**src/rtl/reg_file_pkg.sv**
```systemverilog
// Shared types and default sizing for the multi-port register file.
package reg_file_pkg;
   typedef enum logic {CLEAR, RUN} state_t;

   localparam int DEF_WORD_SIZE = 16;
   localparam int DEF_REG_NUM   = 8;
   localparam int DEF_ADDR_W    = 3;
endpackage

```
**src/rtl/reg_file_mp_read_port.sv**
```systemverilog
// One buffered read port: range/zero check, write-first bypass, operand and pending registers.
module reg_read_port
   import reg_file_pkg::*;
#(
   parameter int WORD_SIZE = DEF_WORD_SIZE,
   parameter int REG_NUM   = DEF_REG_NUM,
   parameter int ADDR_W    = DEF_ADDR_W,
   parameter int ZERO_R0   = 0
) (
   input  logic                 clk,
   input  logic                 rst,
   input  logic                 load,
   input  logic [ADDR_W-1:0]    addr,
   input  logic                 wr_en,
   input  logic [ADDR_W-1:0]    wr_addr,
   input  logic [WORD_SIZE-1:0] wr_data,
   input  logic [WORD_SIZE-1:0] rd_data,
   input  logic [REG_NUM-1:0]   pend_vec,
   output logic [WORD_SIZE-1:0] reg_buff,
   output logic                 pend
);
   logic                 in_range;
   logic [WORD_SIZE-1:0] load_data;
   logic                 load_pend;

   assign in_range = (int'(addr) < REG_NUM) && !((ZERO_R0 != 0) && (addr == '0));

   // NOTE: every always_comb output gets a default first so no path can infer a latch.
   always_comb begin
      load_data = '0;
      load_pend = 1'b0;
      if (in_range) begin
         load_data = (wr_en && (wr_addr == addr)) ? wr_data : rd_data;
         load_pend = pend_vec[addr];
      end
   end

   // NOTE: sequential state uses non-blocking assignments so all registers update together.
   always_ff @(posedge clk) begin
      if (rst) begin
         reg_buff <= '0;
         pend     <= 1'b0;
      end else if (load) begin
         reg_buff <= load_data;
         pend     <= load_pend;
      end
   end
endmodule

```
**src/rtl/reg_file_mp.sv**
```systemverilog
// Register file with one write port, two buffered read ports, post-reset clearing sweep and pending bits.
module reg_file_mp
   import reg_file_pkg::*;
#(
   parameter int WORD_SIZE = DEF_WORD_SIZE,
   parameter int REG_NUM   = DEF_REG_NUM,
   parameter int ADDR_W    = DEF_ADDR_W,
   parameter int ZERO_R0   = 0
) (
   input  logic                 clk,
   input  logic                 rst,
   input  logic                 write,
   input  logic [ADDR_W-1:0]    addr_in,
   input  logic [WORD_SIZE-1:0] data_in,
   input  logic [ADDR_W-1:0]    addr1,
   input  logic [ADDR_W-1:0]    addr2,
   input  logic                 write_buff1,
   input  logic                 write_buff2,
   input  logic                 pend_set,
   input  logic [ADDR_W-1:0]    pend_addr,
   output logic [WORD_SIZE-1:0] reg_buff1,
   output logic [WORD_SIZE-1:0] reg_buff2,
   output logic                 pend1,
   output logic                 pend2,
   output logic                 ready
);
   state_t               state, state_next;
   logic [ADDR_W-1:0]    idx, idx_next;
   logic [WORD_SIZE-1:0] mem [REG_NUM];
   logic [REG_NUM-1:0]   pend_q, pend_next;
   logic                 run, write_ok, pend_ok;

   assign run      = (state == RUN) && !rst;
   assign write_ok = run && write && (int'(addr_in) < REG_NUM)
                     && !((ZERO_R0 != 0) && (addr_in == '0));
   assign pend_ok  = run && pend_set && (int'(pend_addr) < REG_NUM);
   assign ready    = (state == RUN);

   always_ff @(posedge clk) begin
      if (rst) begin
         state <= CLEAR;
         idx   <= '0;
      end else begin
         state <= state_next;
         idx   <= idx_next;
      end
   end

   always_comb begin
      state_next = state;
      idx_next   = idx;
      if (state == CLEAR) begin
         if (idx == ADDR_W'(REG_NUM - 1)) begin
            state_next = RUN;
            idx_next   = '0;
         end else begin
            idx_next = idx + 1'b1;
         end
      end
   end

   // A same-edge pend_set wins over the clear from a write to the same register.
   always_comb begin
      pend_next = pend_q;
      if (write_ok) pend_next[addr_in]   = 1'b0;
      if (pend_ok)  pend_next[pend_addr] = 1'b1;
   end

   always_ff @(posedge clk) begin
      if (rst) pend_q <= '0;
      else     pend_q <= pend_next;
   end

   // NOTE: the storage array has no reset; the CLEAR sweep zeroes it one entry per cycle instead.
   always_ff @(posedge clk) begin
      if (!rst && (state == CLEAR)) mem[idx] <= '0;
      else if (write_ok)            mem[addr_in] <= data_in;
   end

   reg_read_port #(
      .WORD_SIZE(WORD_SIZE), .REG_NUM(REG_NUM), .ADDR_W(ADDR_W), .ZERO_R0(ZERO_R0)
   ) u_port1 (
      .clk      (clk),
      .rst      (rst),
      .load     (run && write_buff1),
      .addr     (addr1),
      .wr_en    (write_ok),
      .wr_addr  (addr_in),
      .wr_data  (data_in),
      .rd_data  (mem[addr1]),
      .pend_vec (pend_next),
      .reg_buff (reg_buff1),
      .pend     (pend1)
   );

   reg_read_port #(
      .WORD_SIZE(WORD_SIZE), .REG_NUM(REG_NUM), .ADDR_W(ADDR_W), .ZERO_R0(ZERO_R0)
   ) u_port2 (
      .clk      (clk),
      .rst      (rst),
      .load     (run && write_buff2),
      .addr     (addr2),
      .wr_en    (write_ok),
      .wr_addr  (addr_in),
      .wr_data  (data_in),
      .rd_data  (mem[addr2]),
      .pend_vec (pend_next),
      .reg_buff (reg_buff2),
      .pend     (pend2)
   );
endmodule

```
**config.mk**
```make
export PLATFORM = sky130hd
export DESIGN_NAME = reg_file_mp
export DESIGN_NICKNAME = d
export VERILOG_FILES = /design/src/rtl/reg_file_pkg.sv /design/src/rtl/reg_file_mp_read_port.sv /design/src/rtl/reg_file_mp.sv
export SDC_FILE = /design/constraint.sdc
export NUM_CORES = 1
export LEC_CHECK = 0
export BUFFER_PORTS_ARGS = -buffer_cell sky130_fd_sc_hd__buf_2
export CAP_MARGIN = 20
export CORE_AREA = 2 2 226 117
export CTS_CLUSTER_SIZE = 24
export DETAILED_ROUTE_END_ITERATION = 7
export DIE_AREA = 0 0 228 119
export GPL_ROUTABILITY_DRIVEN = 0
export PLACE_DENSITY = 0.51
export SKIP_LAST_GASP = 1
export SYNTH_ARGS = -nofsm -noshare
export SYNTH_HDL_FRONTEND = slang
export SYNTH_SLANG_ARGS = --single-unit
```
**constraint.sdc**
```tcl
create_clock -name clk -period 2.6 [get_ports clk]
set_input_delay 0.39 -clock clk [delete_from_list [all_inputs] [get_ports clk]]
set_output_delay 0.39 -clock clk [all_outputs]
set_load 0.05 [all_outputs]
```
==> flow_metrics.py <==
metrics = {
    "synthesis": {
        "synth.area.top_cells": "edfxtp_1, mux4_2, dfxtp_1, o41ai_1, nand3b_1",
        "synthesis.nets": 663,
        "synth-edff-count": 128,
        "synthAdderAreaFrac_pct": 0.2887,
        "yosysUniqueCellTypes": 47,
        "yosys.area_share.simple_pct": 10.37,
        "ys_ff_latch": 174,
        "synth_top_family_by_area": "multiplexers",
        "synth.avg_cell_area_um2": 13.82,
        "synth_ff_type": "edfxtp_1",
        "ys_async_sr_fraction_pct": 0,
        "synth-seq-area-share_pct": 54.97,
        "synth_xor_area_share_pct": 1.732,
        "synth_cells": 627,
        "muxShareOfSynthArea_pct": 19.20,
        "yosys_warnings": 0,
        "syn-cell-area_um2": 8667,
        "synth_top_area_share_pct": 44.35,
        "synth_compound_area_share_pct": 10.47,
        "yosysTopAreaCell": "edfxtp_1",
    },
    "route": {
        "wl_per_cell_um": 25.71,
        "route.final.wire_length_um": 27360,
        "post-route-drc-count": 0,
        "drtIter0Drc": 546,
        "ant_nets": 0,
        "drt-vias-per-instance": 5.837,
        "vias": 6211,
        "firstDrtPassIters": 5,
    },
    "global_routing": {
        "grt_max_degree": 51,
        "grt_pass1_vias": 6137,
        "antenna_found_initial": 0,
        "grt_usage_pct": 20.71,
        "grt_pass1_wl_um": 40090,
        "overflow": 0,
    },
    "clocking": {
        "post-cts-setup-buffers": 0,
        "cts_hold_buf": 0,
        "cts.reportedPaths.clkPinSlew_ns": 0.07,
        "ctsResizeCount": 0,
        "cts-root-buf": "clkbuf_16",
        "cts_buffers": 17,
        "clk_latency_ns": 0.45,
        "htreeDepth": 4,
        "cts.sinks": 174,
        "cts_tree": "built",
        "clock_path_buffers": 2,
    },
    "timing": {
        "rsz0062_at_grt": "no",
        "slew-limit-headroom_pct": 36.11,
        "period_needed_ns": 2.423,
        "setup_viol": 0,
        "finalHoldViolCount": 0,
        "skew_ns": 0.008670,
        "whs_ns": 0.3114,
        "clock.fmax_mhz": 412.7,
        "final_max_slew_viol_count": 0,
        "period_share_pct": 93.19,
        "setup-tns-final_ns": 0,
        "worst_pin_slew_ns": 0.9537,
    },
    "floorplan": {
        "die_h_um": 119,
        "initial_utilization_pct": 33.94,
        "ioPinCount": 69,
        "core_area_um2": 25540,
        "rows": 42,
        "die_x_um": 228,
        "design.die.area_um2": 27130,
    },
    "setup_path": {
        "rr_startpoint": "ready",
        "crit_type": "reg -> reg",
        "crit_path_start": "ready",
        "crit_required_ns": 2.97,
        "cp_top_family": "XOR/XNOR gates",
        "max_stage_delay_ns": 0.76,
        "worstPathArrival_ns": 2.80,
        "cp_num_buf_inv": 0,
        "critPathCaptureType": "flip-flop",
        "crit_fanout": 16,
        "critPathLaunchType": "flip-flop",
        "path_cells": "nand4b_1, a21boi_4, xnor2_2, o41ai_1, o21ai_1",
        "slowest_stage": "xnor2_2",
    },
    "power_and_ir_drop": {
        "vdd_drop_max_mv": 0.4231,
        "p_leak_nw": 3.616,
        "power.density_nw_per_um2": 627.3,
    },
    "final_layout": {
        "stdcell_area_um2": 10170,
        "insertedDiodeCount": 0,
        "stdcell_count": 1064,
        "drive_above_1_share_pct": 31.60,
        "fillers": 2404,
        "fin_nets": 735,
        "final_util_pct": 39.84,
        "syn_to_final_growth_pct": 17.40,
        "mostFrequentLayoutCell": "edfxtp_1",
        "mostFrequentLayoutCells": "edfxtp_1, nor2_1, buf_2",
    },
    "flow_run": {
        "maxCapViolations": 0,
    },
    "hold_path": {
        "min_path_type": "in -> reg",
        "worstHoldStart": "pend_addr[2]",
    },
    "place": {
        "place_hpwl_um": 18060,
        "dp.cells": 1032,
        "placedInstanceArea_um2": 9564,
        "portBuffers": 68,
    },
    "outcome": {
        "status": "finished clean",
    },
}
==> routing by layer <==
metal  up-vias  share of wire, %  GRT usage [%]
met3        36               7.7          3.879
met4         0               1.8          7.026
li1       2663                 -              -
met1      3196                47          30.91
met2       316                43          30.22
met5         -                 0              0
==> final timing paths <==
| check | to | slack, ns | depth (start not counted) |
|---|---|---|---|
| worst max-delay path | u_port2.reg_buff[5] | 0.18 | 5 |
| worst min-delay path | pend_q[6] | 0.31 | 3 |
| worst max register to register | u_port2.reg_buff[5] | 0.18 | 5 |
| worst min register to register | u_port1.reg_buff[7] | 0.49 | 2 |
==> flip-flops by register name, summed over array words and instances, names as in the netlist <==
register,count
u_port2.pend,1
u_port1.reg_buff,16
mem,128
u_port1.pend,1
pend_q,8
ready,1
idx,3
u_port2.reg_buff,16
==> layout make-up <==
type                       count  area [µm²]  area share, %
tap                          352       440.4          4.329
sequential                   174        4765          46.83
timing repair buffer         108       703.2          6.911
clock buffer                  30       599.3          5.890
clock inverter                 2       11.26         0.1107
inverter                       3       11.26         0.1107
multi-input combinational    395        3645          35.82
==> logic make-up (layout without fill, tap and decap cells) <==
kind of cell | count (synthesis) | count (layout)
AO/OA/AOI/OAI | 136 | 136
XOR/XNOR | 12 | 12
buffers and inverters | 58 | 143
multiplexers | 83 | 83
flip-flops | 174 | 174
adder cells (fa/ha/maj) | 2 | 2
AND/OR/NAND/NOR | 162 | 162
==> stage by stage <==
step	total power [mW]	setup WS (ns)
after floorplan	3.555	0.06328
after global placement	3.803	0.4088
after detailed placement	3.822	0.2830
after CTS	6.429	0.2588
after global routing	6.585	0.01158
final	6.382	0.1771
==> where the power goes <==
group	internal, mW	switching (mW)
clock network	1.56	1.06
logic	0.278	0.461
registers	3.00	0.0280
total	4.84	1.54
==> synth_stat cells (2+ instances only) <==
cell / number
buf_4: 3
o31ai_1: 2
nor2_1: 68
a32oi_1: 2
and2_1: 19
edfxtp_1: 128
nand3_1: 7
o41ai_1: 32
nand4b_1: 4
xor2_1: 2
o21ai_0: 19
nand2_1: 9
mux2_2: 16
buf_2: 17
a22oi_1: 2
a311oi_1: 2
o211ai_1: 4
ha_1: 2
xnor2_1: 4
a31oi_1: 36
mux2i_1: 2
o21ai_1: 20
nor3_1: 2
xnor2_2: 4
clkbuf_1: 29
xor2_2: 2
nand2b_1: 4
a22o_1: 2
dfxtp_1: 46
nand3b_1: 37
inv_1: 2
nor2b_1: 4
buf_1: 5
a21oi_1: 12
nand4_1: 3
mux4_2: 64
==> worst reg2reg max path, delay by kind of cell, from the launching register on <==
kind | cells | cell delay, ns
simple gates | 1 | 0.35
flops | 1 | 0.59
compound gates | 3 | 0.66
xor+xnor | 1 | 0.76
No activity file was read; power rests on OpenSTA's default activity.
